<file path="src/rtl/cp0_exc_ctrl_if.sv">
// Commit / CP0 / fetch-redirect bundle for the exception controller.
// master: write-back stage + CP0 + fetch side; slave: cp0_exc_ctrl.
interface cp0_exc_ctrl_if;
    logic        ws_valid;
    logic [31:0] ws_pc;
    logic        ws_bd;
    logic [6:0]  ws_exc_flags;   // {ades, adel_d, bp, sys, ov, ri, adel_f}
    logic [31:0] ws_data_vaddr;
    logic        ws_eret_in;
    logic [31:0] cp0_status;
    logic [31:0] cp0_cause;
    logic [31:0] cp0_epc;
    logic        wb_ex;
    logic        wb_bd;
    logic        ws_eret;
    logic [4:0]  wb_excode;
    logic [31:0] wb_pc;
    logic [31:0] wb_badvaddr;
    logic        flush;
    logic        redirect_valid;
    logic [31:0] redirect_pc;
    logic        redirect_ready;

    modport master (
        output ws_valid, ws_pc, ws_bd, ws_exc_flags, ws_data_vaddr, ws_eret_in,
               cp0_status, cp0_cause, cp0_epc, redirect_ready,
        input  wb_ex, wb_bd, ws_eret, wb_excode, wb_pc, wb_badvaddr, flush,
               redirect_valid, redirect_pc
    );

    modport slave (
        input  ws_valid, ws_pc, ws_bd, ws_exc_flags, ws_data_vaddr, ws_eret_in,
               cp0_status, cp0_cause, cp0_epc, redirect_ready,
        output wb_ex, wb_bd, ws_eret, wb_excode, wb_pc, wb_badvaddr, flush,
               redirect_valid, redirect_pc
    );
endinterface

</file>
<file path="src/rtl/cp0_exc_ctrl.sv">
// CP0 exception / ERET commit controller.
// Picks the highest-priority exception of the committing instruction,
// strobes the record to CP0 and flushes in the commit cycle, then holds a
// fetch redirect (exception vector or EPC) until fetch accepts it.
// Interrupt detection is built only when CP0_EXC_INT_EN is defined.
module cp0_exc_ctrl #(
    parameter logic [31:0] EXC_VECTOR = 32'hBFC00380
) (
    input  logic           clk,
    input  logic           reset,
    cp0_exc_ctrl_if.slave  bus
);
    typedef enum logic {IDLE = 1'b0, REDIRECT = 1'b1} state_t;

    state_t      state_q, state_d;
    logic [31:0] redirect_pc_q;
    logic        int_q;
    logic        exc_any;
    logic [4:0]  excode;
    logic [31:0] badvaddr;
    logic        commit, take_exc, take_eret;

    // Status/cause bits outside the interrupt fields are not needed here.
    logic unused_cp0;
    assign unused_cp0 = ^{bus.cp0_status, bus.cp0_cause};

`ifdef CP0_EXC_INT_EN
    // Pending-interrupt flag, sampled every cycle whatever the FSM state.
    always_ff @(posedge clk) begin
        if (reset) int_q <= 1'b0;
        else       int_q <= |(bus.cp0_cause[15:8] & bus.cp0_status[15:8])
                            & bus.cp0_status[0] & ~bus.cp0_status[1];
    end
`else
    assign int_q = 1'b0;
`endif

    // Priority pick of excode and bad address for the committing instruction.
    always_comb begin
        exc_any  = int_q | (|bus.ws_exc_flags);
        excode   = 5'h00;
        badvaddr = 32'h0;
        if (int_q)                    excode = 5'h00;
        else if (bus.ws_exc_flags[0]) begin excode = 5'h04; badvaddr = bus.ws_pc; end
        else if (bus.ws_exc_flags[1]) excode = 5'h0A;
        else if (bus.ws_exc_flags[2]) excode = 5'h0C;
        else if (bus.ws_exc_flags[3]) excode = 5'h08;
        else if (bus.ws_exc_flags[4]) excode = 5'h09;
        else if (bus.ws_exc_flags[5]) begin excode = 5'h04; badvaddr = bus.ws_data_vaddr; end
        else if (bus.ws_exc_flags[6]) begin excode = 5'h05; badvaddr = bus.ws_data_vaddr; end
    end

    // Commits only count in IDLE; reset masks every strobe.
    assign commit    = (state_q == IDLE) & bus.ws_valid & ~reset;
    assign take_exc  = commit & exc_any;
    assign take_eret = commit & bus.ws_eret_in & ~exc_any;

    // State and redirect target; the target is frozen for the whole handshake.
    always_ff @(posedge clk) begin
        if (reset) begin
            state_q       <= IDLE;
            redirect_pc_q <= 32'h0;
        end else begin
            state_q <= state_d;
            if (take_exc)       redirect_pc_q <= EXC_VECTOR;
            else if (take_eret) redirect_pc_q <= bus.cp0_epc;
        end
    end

    // Next state: exception/ERET commit starts a redirect, ready ends it.
    always_comb begin
        state_d = state_q;
        case (state_q)
            IDLE:     if (take_exc | take_eret) state_d = REDIRECT;
            REDIRECT: if (bus.redirect_ready)   state_d = IDLE;
            default:  state_d = IDLE;
        endcase
    end

    // Outputs: commit strobes are combinational, redirect comes from state.
    always_comb begin
        bus.wb_ex          = take_exc;
        bus.ws_eret        = take_eret;
        bus.flush          = take_exc | take_eret;
        bus.wb_bd          = bus.ws_bd;
        bus.wb_pc          = bus.ws_pc;
        bus.wb_excode      = excode;
        bus.wb_badvaddr    = badvaddr;
        bus.redirect_valid = (state_q == REDIRECT);
        bus.redirect_pc    = redirect_pc_q;
    end
endmodule

</file>
<file path="src/flat_wrapper.sv">
// flat-port wrapper written by rule: the top's interface ports become plain ports
module cp0_exc_ctrl_flat 
#(
    parameter logic [31:0] EXC_VECTOR = 32'hBFC00380
)
  (clk, reset, bus_ws_valid, bus_ws_pc, bus_ws_bd, bus_ws_exc_flags, bus_ws_data_vaddr, bus_ws_eret_in, bus_cp0_status, bus_cp0_cause, bus_cp0_epc, bus_redirect_ready, bus_wb_ex, bus_wb_bd, bus_ws_eret, bus_wb_excode, bus_wb_pc, bus_wb_badvaddr, bus_flush, bus_redirect_valid, bus_redirect_pc);
  cp0_exc_ctrl_if bus_i ();
  input  logic clk;
  input  logic reset;
  input wire logic [$bits(bus_i.ws_valid)-1:0] bus_ws_valid;
  input wire logic [$bits(bus_i.ws_pc)-1:0] bus_ws_pc;
  input wire logic [$bits(bus_i.ws_bd)-1:0] bus_ws_bd;
  input wire logic [$bits(bus_i.ws_exc_flags)-1:0] bus_ws_exc_flags;
  input wire logic [$bits(bus_i.ws_data_vaddr)-1:0] bus_ws_data_vaddr;
  input wire logic [$bits(bus_i.ws_eret_in)-1:0] bus_ws_eret_in;
  input wire logic [$bits(bus_i.cp0_status)-1:0] bus_cp0_status;
  input wire logic [$bits(bus_i.cp0_cause)-1:0] bus_cp0_cause;
  input wire logic [$bits(bus_i.cp0_epc)-1:0] bus_cp0_epc;
  input wire logic [$bits(bus_i.redirect_ready)-1:0] bus_redirect_ready;
  output wire logic [$bits(bus_i.wb_ex)-1:0] bus_wb_ex;
  output wire logic [$bits(bus_i.wb_bd)-1:0] bus_wb_bd;
  output wire logic [$bits(bus_i.ws_eret)-1:0] bus_ws_eret;
  output wire logic [$bits(bus_i.wb_excode)-1:0] bus_wb_excode;
  output wire logic [$bits(bus_i.wb_pc)-1:0] bus_wb_pc;
  output wire logic [$bits(bus_i.wb_badvaddr)-1:0] bus_wb_badvaddr;
  output wire logic [$bits(bus_i.flush)-1:0] bus_flush;
  output wire logic [$bits(bus_i.redirect_valid)-1:0] bus_redirect_valid;
  output wire logic [$bits(bus_i.redirect_pc)-1:0] bus_redirect_pc;
  assign bus_i.ws_valid = bus_ws_valid;
  assign bus_i.ws_pc = bus_ws_pc;
  assign bus_i.ws_bd = bus_ws_bd;
  assign bus_i.ws_exc_flags = bus_ws_exc_flags;
  assign bus_i.ws_data_vaddr = bus_ws_data_vaddr;
  assign bus_i.ws_eret_in = bus_ws_eret_in;
  assign bus_i.cp0_status = bus_cp0_status;
  assign bus_i.cp0_cause = bus_cp0_cause;
  assign bus_i.cp0_epc = bus_cp0_epc;
  assign bus_i.redirect_ready = bus_redirect_ready;
  assign bus_wb_ex = bus_i.wb_ex;
  assign bus_wb_bd = bus_i.wb_bd;
  assign bus_ws_eret = bus_i.ws_eret;
  assign bus_wb_excode = bus_i.wb_excode;
  assign bus_wb_pc = bus_i.wb_pc;
  assign bus_wb_badvaddr = bus_i.wb_badvaddr;
  assign bus_flush = bus_i.flush;
  assign bus_redirect_valid = bus_i.redirect_valid;
  assign bus_redirect_pc = bus_i.redirect_pc;
  cp0_exc_ctrl #(.EXC_VECTOR(EXC_VECTOR)) u_core (.clk(clk), .reset(reset), .bus(bus_i));
endmodule
</file>
<file path="config.mk">
export PLATFORM = sky130hd
export DESIGN_NAME = cp0_exc_ctrl_flat
export DESIGN_NICKNAME = d
export VERILOG_FILES = /design/src/rtl/cp0_exc_ctrl_if.sv /design/src/rtl/cp0_exc_ctrl.sv /design/src/flat_wrapper.sv
export SDC_FILE = /design/constraint.sdc
export NUM_CORES = 1
export LEC_CHECK = 0
export BUFFER_PORTS_ARGS = -buffer_cell sky130_fd_sc_hd__buf_2
export CAP_MARGIN = 10
export CORE_AREA = 2 2 107 109
export CTS_BUF_LIST = sky130_fd_sc_hd__clkbuf_4
export DETAILED_ROUTE_END_ITERATION = 12
export DIE_AREA = 0 0 109 111
export GPL_TIMING_DRIVEN = 0
export PLACE_DENSITY = 0.58
export SLEW_MARGIN = 0
export SYNTH_ARGS = -nofsm -noshare
export SYNTH_HDL_FRONTEND = slang
export SYNTH_SLANG_ARGS = --single-unit
</file>
<file path="constraint.sdc">
create_clock -name clk -period 3.4 [get_ports clk]
set_clock_uncertainty 0.1 [all_clocks]
set_input_delay 0.68 -clock clk [delete_from_list [all_inputs] [get_ports clk]]
set_output_delay 0.68 -clock clk [all_outputs]
set_load 0.05 [all_outputs]
</file>
==> impl_results.md <==
- Clock slew seen by the registers of the worst setup and hold paths: 0.10 ns
- Top cell type's share of synthesized area: 0.358
- Critical Path Fanout Max: 10
- Worst Tran Pin Value: 0.539 ns
- Initial core utilization: 0.167
- Die Height: approximately 110 um
- Gr busiest metal: met2
- Total wire length: about 7800 um
- Clock latency on the worst-skew pair: between 0.3 and 0.4 ns
- P_sw: 0.468 mW
- # IOs: around 280
- Total chip power: 1.10 mW
- First-pass GRT wire length: approximately 11,000 um
- Peak VDD IR: 189 uV
- Top FF cell, synth: dfxtp_1
- Drt initial violations: 130
- Data required, critical path: approximately 2.6 ns
- Max-Cap Viols: 0
- Most instantiated library cell after synthesis: a22o_1
- Cts bufs inserted: 5
- Post-CTS resize count: 0
- Core Region: approximately 11,000 um^2
- Register bit total from synthesis: 33
- Final Hold Viols: 0
- CP startpoint kind: primary input
- Yosys Warn Count: 0
- Die ar.: around 12,000 um^2
- Synth area leader: dfxtp_1
- RSZ-0062 raised after global routing: false
- Drc violations: 0
- GR Layer Usage met1: 0.136
- Vias: approximately 2.3k
- Hold_buf cts: 0
- Max-slew violation count: 0
- Mean area per synthesized cell: ~9.3 um^2
- Antenna violations before repair: 0
- Die width: 109 um
- Leak Pwr: approximately 1.7 nW
- # diodes: 0
- Final setup fails: 0
- Post-layout util: 0.283
- Clk sinks: 33
- Final Wtd Congestion: 0.893
- Syn nets: around 370
- Filler instances: 1,204
- Relative slew slack: 0.641
- Setup TNS: 0 ns
- CP Class: primary input to output pin
- Post-synthesis cell type count: 25
- Largest net degree at the start of global routing: 11
- Hold WC Path Type: flip-flop to flip-flop
- Fraction of registers with async set/reset: 0
- Net count reported at finish: around 590
- H-tree depth: 2
- Core Rows: 39
- Seq pwr share: 0.371
- DP HPWL: approximately 6800 um
- Combinational power share: 0.427
- TritonCTS clock tree: built
- Dominant cells by area after synthesis: dfxtp_1 (36%), a22o_1 (25%), buf_4 (15%)
- Cell Int Power: about 0.64 mW
- Port Buf Inserts: 210
- Root cell of the clock tree: clkbuf_4
- Vias in the first global route: roughly 2.3k
- Grt total ovfl: 0
- List of most frequent post-synthesis cells: a22o_1 (52), buf_4 (36), dfxtp_1 (33)
- EDFF count, synth: 0
- Fmax: around 330 MHz
- Pre-Repair DR Iteration Count: 4
- M3 GR Usage: 0.0288
- Seq/Total Area, Yosys: 0.358
- Post-Place Worst Slack: 0.296 ns
- Met2 usage: 0.224
- Setup bufs post-CTS: 0
- Part of the power in the clock network: 0.203
- Fin crit share: 0.902
- Area grow syn2layout: 69.6%
- Power density over cell area: between 300 and 400 nW/um^2
- Fin cells: roughly 560
- Sw Share: 0.424
- Clock Path Buffers: 2
- Cell count after synthesis: around 200
- Detailed-route vias per instance: about 4.1
- Mapped Area: approximately 1800 um^2
- Crit path time final: 3.07 ns
- CP Capture Type: output pin
- Antenna viol nets, final: 0
- Status: finished clean
- WP data arrival: approximately 2.3 ns
- Total track usage: 0.121
- Placed cell count: around 550
- Routed length per placed instance: 14.0 um
- Share of cells above drive strength 1: 0.651
- Final critical-path setup slack: between 0.3 and 0.4 ns
cells by family (layout without fill, tap and decap cells):
family / Yosys count / after routing / share of synthesized area
other: 1 / 1 / 0.00203
and+or+nand+nor: 39 / 39 / 0.108
buffers and inverters: 54 / 272 / 0.206
DFF: 33 / 33 / 0.358
AOI/OAI and AO/OA: 71 / 71 / 0.326
through the flow:
step | area [um^2] | hold slack (ns)
5_1_grt | 3130 | 0.402
3_3_place_gp | 3080 | 0.352
6_report | 3130 | 0.379
2_1_floorplan | 1850 | 0.594
4_1_cts | 3130 | 0.383
3_5_place_dp | 3080 | 0.349
critical path, cell delays in order:
cell,delay [ns]
buf_2,0.17
or3_4,0.43
and3b_1,0.22
buf_2,0.19
buf_6,0.17
a22o_1,0.15
buf_2,0.27
power by group through the flow:
stage	registers, mW	clock network, mW	logic [mW]
final	0.409	0.224	0.471
after global routing	0.411	0.247	0.499
after CTS	0.409	0.235	0.474
after detailed placement	0.417	0	0.474
after global placement	0.417	0	0.471
after floorplan	0.466	0	0.279
routing by layer:
metal,vias up,share of wire
li1,1125,-
met1,1036,0.40
met2,144,0.49
met3,8,0.095
met4,0,0.0089
met5,-,0
final timing paths:
kind / startpoint / to / slack, ns / depth (start not counted)
setup / recovery: bus_ws_exc_flags[0] / bus_wb_badvaddr[27] / 0.33 / 7
hold / removal: u_core.bus.redirect_pc[17]$_SDFFE_PP0N_ / u_core.bus.redirect_pc[17]$_SDFFE_PP0N_ / 0.38 / 1
setup reg to reg: u_core.bus.redirect_valid$_SDFF_PP0_ / u_core.bus.redirect_pc[1]$_SDFFE_PP0N_ / 1.79 / 4
hold reg to reg: u_core.bus.redirect_pc[17]$_SDFFE_PP0N_ / u_core.bus.redirect_pc[17]$_SDFFE_PP0N_ / 0.38 / 1
cell usage in the layout, fill, tap and decap left out, types with 2 or more instances in the layout:
master and instances:
a21oi_1 3, a22o_1 52, a31oi_1 12, buf_2 214
buf_4 36, buf_6 5, clkbuf_1 6, clkbuf_4 6
clkinv_2 2, dfxtp_1 33, inv_1 3, nand2_1 25
nor2_1 3, nor2b_1 2, or2_2 2
cell type report:
class / count / area, um^2 / share of cell area
repair buffers: 210 / 1050 / 0.336
multi-input cells: 111 / 806 / 0.257
flip-flops and latches: 33 / 661 / 0.211
plain buffers: 51 / 369 / 0.118
well taps: 143 / 179 / 0.0571
clock buffers: 6 / 45.0 / 0.0144
inverters: 3 / 11.3 / 0.00360
clock inverters: 2 / 10.0 / 0.00320
state kept, by name, indices dropped and copies added, names as in the netlist:
| name | cells |
|---|---|
| u_core.bus.redirect_pc | 32 |
| u_core.bus.redirect_valid | 1 |
Power figures use the tool's default switching activity.
